File: src/rtl/washer_panel_ctrl.sv
// Washing-machine front-panel input conditioner.
//
// Synchronises and debounces the raw panel buttons and the door/soap switches,
// holds the power state, cycles and latches the program selection, issues a
// one-cycle start request to the downstream controller and freezes the panel
// while a program runs, releasing it on program_done.
//
// Ports:
//   clk               system clock, rising edge
//   rst               asynchronous reset, active low
//   btn_power_raw     raw power button (1 = pressed)
//   btn_start_raw     raw start button (1 = pressed)
//   btn_prog_raw      raw next-program button (1 = pressed)
//   door_sw_raw       raw door switch (1 = closed)
//   soap_sw_raw       raw soap sensor (1 = soap present)
//   program_done      controller has finished the program
//   power             power level to controller
//   start             one-cycle start request
//   program_selection latched program code, 0..NUM_PROGRAMS-1
//   doorclosed        debounced door level
//   soap              debounced soap level
//   door_warning      start was pressed with the door open
//   panel_state       current state code (0 off, 1 ready, 2 start, 3 running)
module washer_panel_ctrl #(
  parameter int unsigned DEBOUNCE_CYCLES = 4,
  parameter int unsigned NUM_PROGRAMS    = 5
) (
  input  logic       clk,
  input  logic       rst,
  input  logic       btn_power_raw,
  input  logic       btn_start_raw,
  input  logic       btn_prog_raw,
  input  logic       door_sw_raw,
  input  logic       soap_sw_raw,
  input  logic       program_done,
  output logic       power,
  output logic       start,
  output logic [2:0] program_selection,
  output logic       doorclosed,
  output logic       soap,
  output logic       door_warning,
  output logic [1:0] panel_state
);

  localparam int unsigned CntW = $clog2(DEBOUNCE_CYCLES) + 1;
  localparam int          NumIn = 5;
  // Counter value at which one more mismatching sample completes the debounce.
  localparam logic [CntW-1:0] CntLast  = CntW'(DEBOUNCE_CYCLES - 1);
  localparam logic [2:0]      ProgLast = 3'(NUM_PROGRAMS - 1);

  localparam int IdxPower = 0;
  localparam int IdxStart = 1;
  localparam int IdxProg  = 2;
  localparam int IdxDoor  = 3;
  localparam int IdxSoap  = 4;

  typedef enum logic [1:0] {
    StOff     = 2'd0,
    StReady   = 2'd1,
    StStart   = 2'd2,
    StRunning = 2'd3
  } state_e;

  logic [NumIn-1:0] w_raw;
  logic [NumIn-1:0] r_sync1, r_sync2;
  logic [NumIn-1:0] r_deb, w_deb_d;
  logic [CntW-1:0]  r_cnt [NumIn];
  logic [CntW-1:0]  w_cnt_d [NumIn];
  logic [2:0]       r_btn_q;
  logic [2:0]       w_press;

  state_e     r_state, w_state_d;
  logic [2:0] r_sel, w_sel_d;
  logic       r_warn, w_warn_d;
  logic       r_start;

  assign w_raw = {soap_sw_raw, door_sw_raw, btn_prog_raw, btn_start_raw, btn_power_raw};

  // Debounce: a level change is accepted only after DEBOUNCE_CYCLES
  // consecutive synchronised samples that disagree with the current level.
  always_comb begin
    w_deb_d = r_deb;
    for (int i = 0; i < NumIn; i++) begin
      w_cnt_d[i] = '0;
      if (r_sync2[i] != r_deb[i]) begin
        if (r_cnt[i] == CntLast) begin
          w_deb_d[i] = r_sync2[i];
        end else begin
          w_cnt_d[i] = r_cnt[i] + 1'b1;
        end
      end
    end
  end

  always_ff @(posedge clk or negedge rst) begin
    if (!rst) begin
      r_sync1 <= '0;
      r_sync2 <= '0;
      r_deb   <= '0;
      r_btn_q <= '0;
      for (int i = 0; i < NumIn; i++) begin
        r_cnt[i] <= '0;
      end
    end else begin
      r_sync1 <= w_raw;
      r_sync2 <= r_sync1;
      r_deb   <= w_deb_d;
      r_btn_q <= r_deb[IdxProg:IdxPower];
      for (int i = 0; i < NumIn; i++) begin
        r_cnt[i] <= w_cnt_d[i];
      end
    end
  end

  // One event per debounced rising edge of each button.
  assign w_press = r_deb[IdxProg:IdxPower] & ~r_btn_q;

  always_comb begin
    w_state_d = r_state;
    w_sel_d   = r_sel;
    w_warn_d  = r_warn;
    unique case (r_state)
      StOff: begin
        if (w_press[IdxPower]) w_state_d = StReady;
      end
      StReady: begin
        // Priority: power over start over program.
        if (w_press[IdxPower]) begin
          w_state_d = StOff;
        end else if (w_press[IdxStart]) begin
          if (r_deb[IdxDoor]) begin
            w_state_d = StStart;
          end else begin
            w_warn_d = 1'b1;
          end
        end else if (w_press[IdxProg]) begin
          w_sel_d = (r_sel == ProgLast) ? 3'd0 : r_sel + 3'd1;
        end
      end
      StStart: begin
        w_state_d = StRunning;
      end
      StRunning: begin
        // Presses are single-cycle events, so anything coinciding with
        // program_done is simply dropped.
        if (program_done) w_state_d = StReady;
      end
      default: begin
        w_state_d = StOff;
      end
    endcase
    if (r_deb[IdxDoor] || (w_state_d == StOff)) w_warn_d = 1'b0;
  end

  always_ff @(posedge clk or negedge rst) begin
    if (!rst) begin
      r_state <= StOff;
      r_sel   <= '0;
      r_warn  <= 1'b0;
      r_start <= 1'b0;
    end else begin
      r_state <= w_state_d;
      r_sel   <= w_sel_d;
      r_warn  <= w_warn_d;
      r_start <= (w_state_d == StStart);
    end
  end

  assign power             = (r_state != StOff);
  assign start             = r_start;
  assign program_selection = r_sel;
  assign doorclosed        = r_deb[IdxDoor];
  assign soap              = r_deb[IdxSoap];
  assign door_warning      = r_warn;
  assign panel_state       = r_state;

endmodule
File: config.mk
export PLATFORM = sky130hd
export DESIGN_NAME = washer_panel_ctrl
export DESIGN_NICKNAME = d
export VERILOG_FILES = /design/src/rtl/washer_panel_ctrl.sv
export SDC_FILE = /design/constraint.sdc
export NUM_CORES = 1
export LEC_CHECK = 0
export CAP_MARGIN = 10
export CORE_ASPECT_RATIO = 1.25
export CORE_MARGIN = 2
export CORE_UTILIZATION = 39
export CTS_CLUSTER_SIZE = 16
export DETAILED_ROUTE_END_ITERATION = 8
export GPL_TIMING_DRIVEN = 1
export HOLD_SLACK_MARGIN = 0.02
export SLEW_MARGIN = 0
export SYNTH_ARGS = -nofsm -noshare
export SYNTH_HDL_FRONTEND = slang
export SYNTH_SLANG_ARGS = --single-unit
export TNS_END_PERCENT = 1
File: constraint.sdc
create_clock -name clk -period 2.2 [get_ports clk]
set_input_delay 0.44 -clock clk [delete_from_list [all_inputs] [get_ports clk]]
set_output_delay 0.44 -clock clk [all_outputs]
set_load 0.02 [all_outputs]
# Yosys cells after proc, flatten, opt, wreduce, memory -nomap -nowiden
# Cells that the tools add are included.
classes:
  n_addsub: 6
  n_mux: 22
  n_eq_ne: 17
  reduce_logical: 13
  bitwise: 4
op_table:
  columns: ["op", "count"]
  rows:
  - ["3-bit two-way mux", 11]
  - ["3-bit by 1-bit adder with 3-bit output, second input constant", 6]
  - ["3-bit by 2-bit == test with 1-bit output, second input constant", 5]
  - ["2-bit two-way mux", 5]
  - ["2-bit AND reduction", 5]
  - ["2-bit case mux with 4 select lines", 1]
  - ["4-bit AND reduction", 2]
  - ["2-bit == test, second input constant", 3]
  - ["2-bit nonzero test", 3]
  - ["1-bit two-way mux", 5]
  - ["1-bit inequality test", 5]
  - ["2-bit logical NOT", 2]
  - ["2-bit by 1-bit inequality test with 1-bit output, second input constant", 2]
  - ["3-bit AND", 1]
  - ["3-bit == test, second input constant", 1]
  - ["3-bit inverter", 1]
  - ["2-bit by 1-bit == test with 1-bit output, second input constant", 1]
  - ["1-bit inverter", 2]
  - ["1-bit logical OR", 1]
totals:
  output_inout_bits: 10
  elab_cells: 79
  register_bits: 40
  inputBits: 8

# Logic depth before layout (Yosys ltp)
depth:
  word_depth: 9
  depth_mapped: 5
  mapped_depth_nobuf: 5

# Least setup slack after synthesis
# Ideal clock, no wire load.
synth_timing:
  path_kind: "reg2out"
  start: "register r_state[1], in the netlist panel_state[1]"
  end: "output power"
  required_ns: 1.760
  t_arrival_ns: 0.881
  path_buffers: 0
  path_stages_with_launch: 2
  slack_ns: 0.879
  cell_sequence: "dfrtp_1 > or2_2"
synth_between:
  elab_chain_cells: 1
synth_lines:
  columns: ["element", "line_no", "rtl"]
  rows:
  - ["from (decl)", "72", "state_e r_state, w_state_d;"]
  - ["from (signal assigned)", "157", "r_state <= StOff;"]
  - ["from (signal assigned)", "162", "r_state <= w_state_d;"]
  - ["2-bit nonzero test", "169", "assign power = (r_state != StOff);"]
  - ["to (decl)", "36", "output logic power,"]
# Every way passes these cells.

# Worst setup path in the final report
# Same ends and word-level chain as after synthesis.

==> impl_results.rst <==
.. list-table::
   :header-rows: 1

   * - Metric
     - Value
   * - Outcome
     - finished, final reports clean
   * - Top cells by area in the synthesized netlist
     - dfrtp_1 68%, ha_1 5.9%, nor3b_1 4.6%, nor2b_1 3.4%, mux2_2 3.0%
   * - Detailed placement HPWL
     - 1520 microns
   * - Vias per cell
     - 5.07
   * - Net switching share of the total power
     - 29.8%
   * - Netlist area before placement
     - 1480 sq um
   * - Layout Nets
     - 146
   * - Tightest hold margin
     - 0.263 ns
   * - Part of the power in combinational logic
     - 29.5%
   * - Core outline area
     - 3720 sq um
   * - Post-layout min period
     - 2.05 ns
   * - Area growth from synthesis to layout
     - 23.2%
   * - Buffers inserted by post-CTS timing repair
     - 0
   * - Initial drt markers
     - 29
   * - Worst Clk Skew
     - 0.00571 ns
   * - Global-route wire length before repair
     - 3750 microns
   * - Leak
     - 0.827 nW
   * - Aggregate global routing overflow
     - 0
   * - Final Instance Count excl. Fillers
     - 171
   * - Iteration count of the initial detailed-routing pass
     - 4
   * - Total count of max-transition violations in the final report
     - 0
   * - Num rows
     - 25
   * - Number of nets produced by synthesis
     - 122
   * - Total global-route track usage
     - 11.9%
   * - Element type at the critical path end
     - output pin
   * - Share of synthesized flip-flops with an asynchronous set or reset
     - 100%
   * - Pre-CTS setup slack
     - 0.469 ns
   * - Core occupancy in the finished layout
     - 49.0%
   * - Placer congestion estimate
     - 0.788
   * - Total CTS buffers
     - 5
   * - Vias after detailed routing
     - 867
   * - Capture point of the worst path
     - power
   * - Final setup viols
     - 0
   * - R2R depth
     - 4
   * - Peak supply drop
     - 0.568 mV
   * - # fillers
     - 337
   * - Biggest area consumer among synthesized cells
     - dfrtp_1
   * - Number of remaining DRC errors
     - 0
   * - Worst reg2reg path endpoint
     - program_selection[2]
   * - Class of the most critical hold timing path
     - in -> async
   * - Die outline area
     - 4310 sq um
   * - Cell internal power dissipation
     - 1.76 mW
   * - Total number of clock tree sinks
     - 40
   * - Critical path class
     - reg -> out
   * - Yosys synthesis warning count
     - 0
   * - Total of max-cap violations
     - 0
   * - Startpoint types
     - flop
   * - Number of top-level pins
     - 18
   * - Seq pwr share
     - 43.3%
   * - Relative slew slack
     - 42.6%
   * - Quantity of I/O buffers inserted on ports
     - 17
   * - Source-to-sink clock delay at the later pin of the worst-skew pair
     - 0.29 ns
   * - RSZ-0062 raised after global routing
     - false
   * - Bufs on Longest Clock Path
     - 2
   * - N_diodes
     - 0
   * - CP Launch Point
     - panel_state[1]
   * - Total net switching power
     - 0.748 mW
   * - Fmax
     - 488 MHz
   * - Number of nets still failing antenna checks after routing
     - 0
   * - Share of final-layout standard cells stronger than drive strength 1
     - 11.5%
   * - Count of placed standard cells including taps
     - 164
   * - RR Startpoint
     - panel_state[1]
   * - Worst R2R Setup Slack
     - 0.94 ns
   * - Count of mapped cells out of synthesis
     - 107
   * - PwrDens
     - 1380 nW/um^2
   * - Data required time at the worst endpoint
     - 1.76 ns
   * - Pin count of the biggest net entering global routing
     - 41
   * - Initial core utilization
     - 39.8%
   * - Yosys top cell area share
     - 67.6%
   * - PnR worst setup slack
     - 0.153 ns
   * - Worst Path Max Fanout
     - 9
   * - Horizontal extent of the die
     - 59.1 microns
   * - Mapped Avg Cell Area
     - 13.8 sq um
   * - Routed length per placed instance
     - 12.5 microns
   * - Worst slew pin tran
     - 0.861 ns
   * - CTS root buf
     - clkbuf_8
   * - Post-CTS Hold Fix Bufs
     - 0
   * - Count of instances resized after the clock tree is built
     - 0
   * - Clock slew at reported path FFs
     - 0.07 ns
   * - Final routed wirelength across all metal layers
     - 2140 microns
   * - Final sum of negative setup slack
     - 0 ns
   * - Top post-synthesis cells by count
     - 40 x dfrtp_1, 9 x nor3b_1, 8 x nor2b_1
   * - Most used standard cell by instance count after synthesis
     - dfrtp_1
   * - Share of synthesized area occupied by flip-flops and latches
     - 67.6%
   * - Vias in the first global route
     - 887
   * - H-tree levels
     - 2
   * - Final Hold Fails
     - 0
   * - Arrival time reported for the critical path endpoint
     - 1.61 ns
   * - Count of flip-flops with a built-in enable after synthesis
     - 0
   * - Share of power burned in the clock network
     - 27.2%
   * - Post-synthesis register bit count
     - 40
   * - TritonCTS clock tree
     - done
   * - Distinct cell type count of the synthesized netlist
     - 21
   * - Tcrit/Tclk final
     - 93.1%
   * - Die boundary height
     - 72.9 microns
   * - Most used DFF post-synth
     - dfrtp_1
   * - Number of antenna violations at the first check in global routing
     - 0
-- worst max-delay path: stages, from the launching register on --
cell,delay (ns)
dfrtp_1,0.46
or2_2,0.32
clkdlybuf4s50_1,0.54
-- final cells by class --
cell class | count | area [sq um] | area share [%]
clock inverters | 2 | 60.1 | 3.29
repair buffers | 17 | 165 | 9.05
multi-input cells | 64 | 468 | 25.7
flip-flops and latches | 40 | 1000 | 54.9
well taps | 40 | 50.0 | 2.74
clock buffers | 5 | 68.8 | 3.77
inverters | 3 | 11.3 | 0.617
-- kinds of logic after synthesis --
group	Yosys count	synth area share [%]
flip-flops	40	67.6
AND/OR/NAND/NOR	36	14.8
AO/OA/AOI/OAI	12	4.90
adder cells (fa/ha/maj)	7	5.92
XOR/XNOR	5	2.96
multiplexers	4	3.04
buffers and inverters	3	0.761
-- placed cells by master, fill, tap and decap left out, types with 2 or more instances in the layout --
cell / Yosys / final
dfrtp_1: 40 / 40
clkdlybuf4s50_1: 0 / 16
nor3b_1: 9 / 9
nor2b_1: 8 / 8
ha_1: 7 / 7
o21ai_0: 5 / 5
xnor2_1: 5 / 5
clkbuf_8: 0 / 5
nor2_1: 4 / 4
nand2_1: 4 / 4
nor3_1: 4 / 4
mux2_2: 4 / 4
inv_1: 3 / 3
nand2b_1: 3 / 3
a31oi_1: 2 / 2
a21oi_1: 2 / 2
bufinv_16: 0 / 2
-- power by group through the flow --
stage	clock network (mW)	registers, mW	logic (mW)
after CTS	0.710	1.09	0.755
final	0.685	1.09	0.741
after global routing	0.731	1.12	0.823
after detailed placement	0	1.11	0.743
after floorplan	0	1.16	0.405
after global placement	0	1.09	0.720
-- sequential cells by signal, summed over array words and instances, names as in the netlist --
name and flops:
door_warning 1, panel_state 2, program_selection 3, r_btn_q 3
r_cnt 15, r_deb 5, r_sync1 5, r_sync2 5
start 1
-- worst min-delay path by stage --
stage                              end  slack (ns)  depth (start not counted)
after CTS                   r_sync1[3]        0.29                          1
after global routing          r_cnt[8]        0.33                          1
final                         r_cnt[8]        0.26                          1
after global placement      r_sync2[0]        0.33                          0
after floorplan           door_warning        0.14                          0
after detailed placement    r_sync2[0]        0.34                          0
-- routing by layer --
metal,vias up,part of all wire [%],GRT usage (%)
met4,0,2.0,6.06
li1,415,-,-
met1,427,42,13.0
met2,21,50,19.5
met5,-,0,0
met3,4,5.4,4.79
-- through the flow --
step / instance area [sq um] / power (mW)
2_1_floorplan: 1480 / 1.56
5_1_grt: 1820 / 2.67
4_1_cts: 1820 / 2.56
6_report: 1820 / 2.51
3_3_place_gp: 1700 / 1.81
3_5_place_dp: 1700 / 1.85
(Power assumes the default switching activity.)
